==> config.mk <==
export PLATFORM = sky130hd
export DESIGN_NAME = obi_irq_ctrl_flat
export DESIGN_NICKNAME = d
export VERILOG_FILES = /design/src/rtl/obi_irq_pkg.sv /design/src/rtl/obi_irq_ctrl_if.sv /design/src/rtl/obi_irq_holdoff.sv /design/src/rtl/obi_irq_ctrl.sv /design/src/flat_wrapper.sv
export SDC_FILE = /design/constraint.sdc
export NUM_CORES = 1
export LEC_CHECK = 0
export ABC_CLOCK_PERIOD_IN_PS = 2200
export BUFFER_PORTS_ARGS = -buffer_cell sky130_fd_sc_hd__buf_2
export CAP_MARGIN = 10
export CORE_ASPECT_RATIO = 1.5
export CORE_UTILIZATION = 43
export CTS_CLUSTER_SIZE = 40
export DETAILED_ROUTE_END_ITERATION = 10
export PLACE_DENSITY = 0.71
export SLEW_MARGIN = 20
export SYNTH_ARGS = -nofsm -noshare
export SYNTH_HDL_FRONTEND = slang
export SYNTH_HIERARCHICAL = 1
export SYNTH_SLANG_ARGS = --single-unit
==> constraint.sdc <==
create_clock -name clk_i -period 2.2 [get_ports clk_i]
set_clock_uncertainty 0.2 [all_clocks]
set_input_delay 0.33 -clock clk_i [delete_from_list [all_inputs] [get_ports clk_i]]
set_output_delay 0.33 -clock clk_i [all_outputs]
set_load 0.03 [all_outputs]
==> src/rtl/obi_irq_pkg.sv <==
// Shared types and helpers for the OBI peripheral interrupt controller.
package obi_irq_pkg;

  localparam int unsigned NumSrcDefault = 5;
  localparam int unsigned MaxSrc        = 32;
  localparam int unsigned MaxIdWidth    = 5;

  typedef enum logic {
    RUN     = 1'b0,
    HOLDOFF = 1'b1
  } holdoff_state_e;

  // Register-file view of per-source configuration; edge_sel is 1 for edge-sticky.
  typedef struct packed {
    logic [NumSrcDefault-1:0] en;
    logic [NumSrcDefault-1:0] edge_sel;
  } irq_cfg_t;

  // Trailing-zero count: index of the lowest set bit, 0 when the vector is empty.
  function automatic logic [MaxIdWidth-1:0] lowest_set(input logic [MaxSrc-1:0] vec);
    logic [MaxIdWidth-1:0] idx;
    idx = '0;
    for (int i = MaxSrc - 1; i >= 0; i--) begin
      if (vec[i]) idx = MaxIdWidth'(i);
    end
    return idx;
  endfunction

endpackage

==> src/rtl/obi_irq_ctrl_if.sv <==
// Peripheral/register-file side of the interrupt controller.
interface obi_irq_ctrl_if #(
  parameter int unsigned NumSrc       = 5,
  parameter int unsigned IdWidth      = $clog2(NumSrc),
  parameter int unsigned HoldoffWidth = 8
);
  logic [NumSrc-1:0]       src_i;
  logic [NumSrc-1:0]       en_i;
  logic [NumSrc-1:0]       edge_i;
  logic [NumSrc-1:0]       clr_i;
  logic [HoldoffWidth-1:0] holdoff_i;
  logic [NumSrc-1:0]       pending_o;
  logic [IdWidth-1:0]      id_o;
  logic                    status_o;
  logic                    irq_o;
  logic                    irq_no;

  modport master (
    output src_i, en_i, edge_i, clr_i, holdoff_i,
    input  pending_o, id_o, status_o, irq_o, irq_no
  );

  modport slave (
    input  src_i, en_i, edge_i, clr_i, holdoff_i,
    output pending_o, id_o, status_o, irq_o, irq_no
  );
endinterface

==> src/rtl/obi_irq_holdoff.sv <==
// Coalescing FSM: keeps the CPU line low for holdoff_i cycles after pending drains.
module obi_irq_holdoff
  import obi_irq_pkg::*;
#(
  parameter int unsigned HoldoffWidth = 8
) (
  input  logic                    clk_i,
  input  logic                    rst_i,
  input  logic                    any_q,
  input  logic                    any_d,
  input  logic [HoldoffWidth-1:0] holdoff_i,
  output logic                    irq_gate
);

  holdoff_state_e          state_q;
  logic [HoldoffWidth-1:0] cnt_q;

  // holdoff_i is captured only on entry; later changes do not affect a running holdoff.
  always_ff @(posedge clk_i or posedge rst_i) begin
    if (rst_i) begin
      state_q <= RUN;
      cnt_q   <= '0;
    end else begin
      case (state_q)
        RUN: begin
          if (any_q && !any_d && (holdoff_i != '0)) begin
            state_q <= HOLDOFF;
            cnt_q   <= holdoff_i;
          end
        end
        HOLDOFF: begin
          if (cnt_q == HoldoffWidth'(1)) begin
            state_q <= RUN;
            cnt_q   <= '0;
          end else begin
            cnt_q <= cnt_q - HoldoffWidth'(1);
          end
        end
        default: begin
          state_q <= RUN;
          cnt_q   <= '0;
        end
      endcase
    end
  end

  assign irq_gate = (state_q == RUN);

endmodule

==> src/rtl/obi_irq_ctrl.sv <==
// Interrupt controller for OBI peripherals: per-source level/edge pending,
// lowest-index priority ID, and a holdoff-gated CPU interrupt line.
module obi_irq_ctrl
  import obi_irq_pkg::*;
#(
  parameter int unsigned NumSrc       = 5,
  parameter int unsigned IdWidth      = $clog2(NumSrc),
  parameter int unsigned HoldoffWidth = 8
) (
  input  logic           clk_i,
  input  logic           rst_i,
  obi_irq_ctrl_if.slave  bus
);

  logic [NumSrc-1:0] src_q;
  logic [NumSrc-1:0] pend_q;
  logic [NumSrc-1:0] pend_d;
  logic [NumSrc-1:0] rise;
  logic              any_q;
  logic              any_d;
  logic              irq_gate;

  // A rise coincident with a clear keeps an edge bit set; disabled sources never pend.
  always_comb begin
    rise   = bus.src_i & ~src_q;
    pend_d = bus.en_i & ( ( bus.edge_i & (rise | (pend_q & ~bus.clr_i)))
                        | (~bus.edge_i & bus.src_i & ~bus.clr_i));
  end

  always_ff @(posedge clk_i or posedge rst_i) begin
    if (rst_i) begin
      src_q  <= '0;
      pend_q <= '0;
    end else begin
      src_q  <= bus.src_i;
      pend_q <= pend_d;
    end
  end

  assign any_q = |pend_q;
  assign any_d = |pend_d;

  obi_irq_holdoff #(
    .HoldoffWidth (HoldoffWidth)
  ) u_holdoff (
    .clk_i     (clk_i),
    .rst_i     (rst_i),
    .any_q     (any_q),
    .any_d     (any_d),
    .holdoff_i (bus.holdoff_i),
    .irq_gate  (irq_gate)
  );

  // ID and status follow pend_q directly; only irq_o is subject to holdoff.
  assign bus.pending_o = pend_q;
  assign bus.id_o      = IdWidth'(lowest_set(MaxSrc'(pend_q)));
  assign bus.status_o  = ~any_q;
  assign bus.irq_o     = any_q & irq_gate;
  assign bus.irq_no    = ~(any_q & irq_gate);

endmodule

==> src/flat_wrapper.sv <==
// flat-port wrapper written by rule: the top's interface ports become plain ports
module obi_irq_ctrl_flat import obi_irq_pkg::*;
#(
  parameter int unsigned NumSrc       = 5,
  parameter int unsigned IdWidth      = $clog2(NumSrc),
  parameter int unsigned HoldoffWidth = 8
)
  (clk_i, rst_i, bus_src_i, bus_en_i, bus_edge_i, bus_clr_i, bus_holdoff_i, bus_pending_o, bus_id_o, bus_status_o, bus_irq_o, bus_irq_no);
  obi_irq_ctrl_if #(.NumSrc(NumSrc), .IdWidth(IdWidth), .HoldoffWidth(HoldoffWidth)) bus_i ();
  input  logic clk_i;
  input  logic rst_i;
  input wire logic [$bits(bus_i.src_i)-1:0] bus_src_i;
  input wire logic [$bits(bus_i.en_i)-1:0] bus_en_i;
  input wire logic [$bits(bus_i.edge_i)-1:0] bus_edge_i;
  input wire logic [$bits(bus_i.clr_i)-1:0] bus_clr_i;
  input wire logic [$bits(bus_i.holdoff_i)-1:0] bus_holdoff_i;
  output wire logic [$bits(bus_i.pending_o)-1:0] bus_pending_o;
  output wire logic [$bits(bus_i.id_o)-1:0] bus_id_o;
  output wire logic [$bits(bus_i.status_o)-1:0] bus_status_o;
  output wire logic [$bits(bus_i.irq_o)-1:0] bus_irq_o;
  output wire logic [$bits(bus_i.irq_no)-1:0] bus_irq_no;
  assign bus_i.src_i = bus_src_i;
  assign bus_i.en_i = bus_en_i;
  assign bus_i.edge_i = bus_edge_i;
  assign bus_i.clr_i = bus_clr_i;
  assign bus_i.holdoff_i = bus_holdoff_i;
  assign bus_pending_o = bus_i.pending_o;
  assign bus_id_o = bus_i.id_o;
  assign bus_status_o = bus_i.status_o;
  assign bus_irq_o = bus_i.irq_o;
  assign bus_irq_no = bus_i.irq_no;
  obi_irq_ctrl #(.NumSrc(NumSrc), .IdWidth(IdWidth), .HoldoffWidth(HoldoffWidth)) u_core (.clk_i(clk_i), .rst_i(rst_i), .bus(bus_i));
endmodule
After elaboration in Yosys (flattened, before gate mapping). Cells that the tools add are included. W data, S select, Z words.

Add/subtract/negate cells: 1. Equal/unequal tests: 2. Multiplexer cells: 11. Bitwise operators: 15. Reduce and logical (&&, ||, !) cells: 6.

Operator list (count): $and A5 B5 Y5 (6); $mux W8 (2); $pmux W8 S2 (1); $mux W3 (5); $not A5 Y5 (3); $or A5 B5 Y5 (2); $reduce_or A5 Y1 (2); $eq A8 B1 Y1 const B (1); $reduce_bool A8 Y1 (1); $sub A8 B1 Y8 const B (1); $not A1 Y1 (3); $logic_and A1 B1 Y1 (2); $mux W1 (2); $ne A2 B2 Y1 const B (1); $pmux W1 S2 (1); $and A1 B1 Y1 (1); $logic_not A1 Y1 (1).

Bits in registers: 19. Bits of input ports: 30. Output and inout bits: 11. Logic and storage cells: 39.

Longest topological paths before layout.
Depth after elaboration: 12. Gate-level depth with buffers: 9. Depth with buffers taken out: 8.

By module. Netlist, hierarchy kept.

Modules (own cells, without submodules): obi_irq_holdoff (times used 1, cells each 71, area each 658.1 um^2, sequential area each 225.2 um^2); obi_irq_ctrl (times used 1, cells each 44, area each 459.2 um^2, sequential area each 250.2 um^2).

Worst setup path after synthesis. No wires, ideal clock.

Path kind: reg2reg. From: reg u_core.pend_q[3] (netlist: u_core/bus.pending_o[3]). To: reg u_core.u_holdoff.cnt_q[4]. Setup time: 0.127 ns. Arrival time: 2.255 ns. Required time: 1.873 ns. Setup slack: -0.382 ns. Cell stages (with the launch flop): 10. Buffers on the path: 1. Period minus slack after synthesis: 2.582 ns. Path through: dfrtp_1 -> nand4b_1 -> o21ai_1 -> nor2_1 -> or4b_1 -> nor2b_1 -> clkbuf_1 -> mux2_2 -> a211oi_1 -> nor3_2.

Cells in the longest elaborated chain, start to end: 10. Elaborated cells between the ends (all ways): 11. Those cells by class: eq/ne: 1; bitwise: 5; reduce/logical: 5.

Ends and longest elaborated chain: start, declared (RTL line obi_irq_ctrl.sv:16) `logic [NumSrc-1:0] pend_q;`; start signal, assigned (RTL line obi_irq_ctrl.sv:36) `pend_q <= pend_d;`; $and A5 B5 Y5 (RTL line obi_irq_ctrl.sv:26) `pend_d = bus.en_i & ( ( bus.edge_i & (rise | (pend_q & ~bus.clr_i)))`; $or A5 B5 Y5 (RTL line obi_irq_ctrl.sv:26); $and A5 B5 Y5 (RTL line obi_irq_ctrl.sv:26); $or A5 B5 Y5 (RTL line obi_irq_ctrl.sv:27) `| (~bus.edge_i & bus.src_i & ~bus.clr_i));`; $and A5 B5 Y5 (RTL line obi_irq_ctrl.sv:26); net u_core.pend_d[3] (RTL line obi_irq_ctrl.sv:17) `logic [NumSrc-1:0] pend_d;`; $reduce_or A5 Y1 (RTL line obi_irq_ctrl.sv:41) `assign any_d = |pend_d;`; net u_core.any_d (RTL line obi_irq_ctrl.sv:20) `logic any_d;`; $logic_not A1 Y1 (RTL line obi_irq_holdoff.sv:26) `if (any_q && !any_d && (holdoff_i != '0)) begin`; $logic_and A1 B1 Y1 (2 in a row) (RTL line obi_irq_holdoff.sv:26); $ne A2 B2 Y1 (no line); end signal, assigned (RTL line obi_irq_holdoff.sv:28) `cnt_q <= holdoff_i;`; end signal, assigned (RTL line obi_irq_holdoff.sv:36) `cnt_q <= cnt_q - HoldoffWidth'(1);`; end, declared (RTL line obi_irq_holdoff.sv:16) `logic [HoldoffWidth-1:0] cnt_q;`.

The timed path passes the listed nets, and every way through them passes these cells. A chain may end at the register's enable or synchronous reset.

Worst setup path after layout.
From: reg u_core.pend_q[4] (netlist: u_core/bus.pending_o[4]). To: reg u_core.u_holdoff.cnt_q[4].

Same word-level chain as after synthesis.

==> results by group <==
Floorplan
  – # IOs: 41
  – DIE WIDTH: 43.6 um
  – Initial Utilization: 0.456
  – Core area: 2450 um2
  – Die height: 64.4 um
  – Die area: 2810 um2
  – FP Rows: 22

Min path
  – Hold Startpoint: bus_en_i[4]
  – HP Class: in2reg
  – Hold Crit Depth: 2
  – Endpoint, Worst Hold: u_core/bus.pending_o[4]

Logic synthesis
  – Register area share after synthesis: 0.426
  – Synth unique cells: 40
  – Most common cell in the synthesized netlist: dfrtp_1
  – Fraction of registers with async set or reset after synthesis: 1.00
  – Top cell type's share of synthesized area: 0.426
  – Area contributors post-synth: dfrtp_1, mux2i_1, nand2_1
  – Mux cell area share after synthesis: 0.0840
  – Synth Area in XOR/XNOR: 0.00784
  – Synth area leader: dfrtp_1
  – Post-synth top cells: dfrtp_1, nand2_1, inv_1
  – Net count after synthesis: 147
  – Syn_area_per_cell: 9.72 um2
  – Post-synthesis register bit count: 19
  – Synth Instances: 115
  – EDFF count, synth: 0
  – Post-synthesis adder-cell area fraction: 0.0224
  – Yosys warnings: 6
  – Main combinational cell family by area after synthesis: simple AND/OR/NAND/NOR gates
  – Compound-Gate Fraction of Synth Area: 0.151
  – Most used DFF post-synth: dfrtp_1
  – Simple-gate share of the synthesized area: 0.265
  – Synthesized area: 1120 um2

Timing
  – Final setup viols: 1
  – Min Tclk post-route: 2.24 ns
  – Relative slew margins: 0.728
  – Pins over their slew limit: 0
  – Fmax: 0.446 GHz
  – Final period util: 1.02
  – Final WS setup: -0.0407 ns
  – RSZ-0062 raised after global routing: yes
  – Final Hold Fails: 0
  – Worst-Margin Slew: 0.407 ns

Clock network
  – Clock H-tree levels: 1
  – Num Clock Sinks: 19
  – CTS tree: yes
  – Latest clock arrival within the worst-skew pair: 0.30 ns
  – Clock transition at path regs: 0.11 ns
  – Total CTS buffers: 3
  – Clock buffer depth: 2
  – Root buf cell: clkbuf_4

Critical path
  – Critical setup path kind: reg2reg
  – Crit path capture type: flip-flop
  – Reg2reg end: u_core/u_holdoff/cnt_q[4]
  – Worst flop-to-flop path startpoint: u_core/bus.pending_o[4]
  – CP max FO: 4
  – Crit-path most repeated cell: nor2b_1
  – Worst EP arrival: 2.23 ns
  – Reg2reg setup slack: -0.04 ns
  – Startpoint class of the critical path: flip-flop
  – Slowest-stage cell, CP: or4b_1
  – Worst Path Required: 2.19 ns
  – Crit path cell chain: a32oi_1, nor2b_1, or4b_1, nor2b_1, buf_4, mux2_4, a211oi_2, nor3_2
  – R2R cell count: 8
  – Critical Path Max Stage Delay: 0.46 ns

Detailed routing
  – DRT Wirelength: 2.96 mm
  – Detailed Route Iter0 Violations: 34
  – Drt pass-1 iters: 7
  – DR WL/cell: 15.0 um
  – Avg Vias per Cell: 5.64
  – Antenna viol nets, final: 0
  – DRC viols: 1
  – Vias: 1117

Place
  – Dpl ws: -0.170 ns
  – Placed cell count: 188
  – RePlAce Congestion: 0.893
  – Detail Placement HPWL: 2.29 mm
  – Port bufs: 40

Global route
  – Initial antenna violation count: 0
  – GRT overflow: 0
  – Pin count of the biggest net entering global routing: 15
  – GRT Total Usage: 0.249
  – First-pass GRT wire length: 5.21 mm
  – Vias in the first global route: 1217

Finish
  – # nets final: 207
  – Non-Filler Instances: 198
  – Synth-to-Final Area Change: 41.1%
  – Share of cells above drive strength 1: 0.431
  – Fillers: 216
  – Total inserted antenna cells: 0

Power
  – Leakage power: 0.762 nW
  – VDD IR max: 549 uV
  – Pwr Density: 925 nW/um2
  – Total design power: 0.00146 W

Status
  – Failing checks: DRC, setup timing
  – Status: finished with violations

Run
  – Max Cap Violations: 0
==> sequential cells by signal (all words and copies together) (netlist names) <==
name	flops
u_core/u_holdoff/cnt_q	8
u_core/u_holdoff/state_q	1
u_core/bus.pending_o	5
u_core/src_q	5
==> cell usage in the layout (no fill, tap or decap), types with 3 or more instances in the layout <==
cell           synthesis  layout
buf_4                  0      13
inv_1                 10      10
dlygate4sd3_1          0       6
dfrtp_2                0       5
a221oi_2               0       3
nor2_1                 7       7
nand3_1                4       4
nand2_1               12      12
a21oi_1                4       4
mux2i_1                6       6
nand4b_1               3       3
dfrtp_1               19      14
nor3_1                 3       3
clkbuf_4               0       3
buf_2                  0      38
==> power breakdown <==
group          total, W  switching [W]  internal [W]
registers      0.000585       0.000138      0.000447
logic          0.000692       0.000370      0.000322
clock network  0.000181       0.000111     0.0000706
total           0.00146       0.000620      0.000839
==> final cells by class <==
type,instances,area (um2),area share
multi-input cells,83,642,0.407
flip-flops and latches,19,482,0.306
repair buffers,58,359,0.228
inverters,10,37.5,0.0238
well taps,24,30.0,0.0190
clock buffers,4,26.3,0.0167
==> critical path, delay by kind of cell (launching register included) <==
| family | cells | cell delay, ns |
|---|---|---|
| mux | 1 | 0.30 |
| buf+inv | 1 | 0.14 |
| flops | 1 | 0.43 |
| compound gates | 2 | 0.33 |
| simple gates | 4 | 0.71 |
==> through the flow <==
stage	hold slack [ns]	utilization	setup TNS [ns]	cell area, um2
final	0.0891	0.644	-0.0407	1580
after global routing	0.0797	0.644	-0.875	1580
after CTS	-0.0537	0.625	-0.0730	1530
after detailed placement	0.138	0.588	-0.641	1440
after global placement	0.131	0.588	-0.386	1440
after floorplan	-0.0421	-	-0.0994	1140
==> how the worst max path moves through the flow <==
stage,start,endpoint,slack [ns],depth (start not counted)
detailed placement,bus_edge_i[3],u_core/u_holdoff/cnt_q[4],-0.17,10
global placement,bus_edge_i[3],u_core/u_holdoff/cnt_q[4],-0.14,10
finish,u_core/bus.pending_o[4],u_core/u_holdoff/cnt_q[4],-0.04,8
CTS,u_core/bus.pending_o[4],u_core/u_holdoff/cnt_q[4],-0.07,8
global route,u_core/bus.pending_o[4],u_core/u_holdoff/cnt_q[4],-0.17,8
floorplan,u_core/bus.pending_o[4],u_core/u_holdoff/cnt_q[4],-0.1,8
==> cell families (layout without fill, tap and decap cells) <==
logic type | count (synthesis) | after routing
AND/OR/NAND/NOR | 49 | 49
AO/OA/AOI/OAI | 22 | 22
flip-flops | 19 | 19
buffers and inverters | 13 | 72
multiplexers | 9 | 9
adder cells (fa/ha/maj) | 2 | 2
XOR/XNOR | 1 | 1
==> routing by layer <==
layer / share of wire / GRT usage / wire length, um / vias to the layer above
met5: 0 / 0 / 0 / -
met4: 0.011 / 0.105 / 32 / 0
met3: 0.036 / 0.0334 / 106 / 4
met2: 0.58 / 0.485 / 1720 / 34
met1: 0.37 / 0.247 / 1100 / 536
li1: - / - / - / 543
==> what timing repair did <==
action	CTS	global route
endpoints found under the hold margin	24	1
setup endpoints to repair	4	11
pin swaps	0	1
hold buffers	5	1
setup buffers	0	0
resized for setup	2	9
No activity file was read; power rests on OpenSTA's default activity.
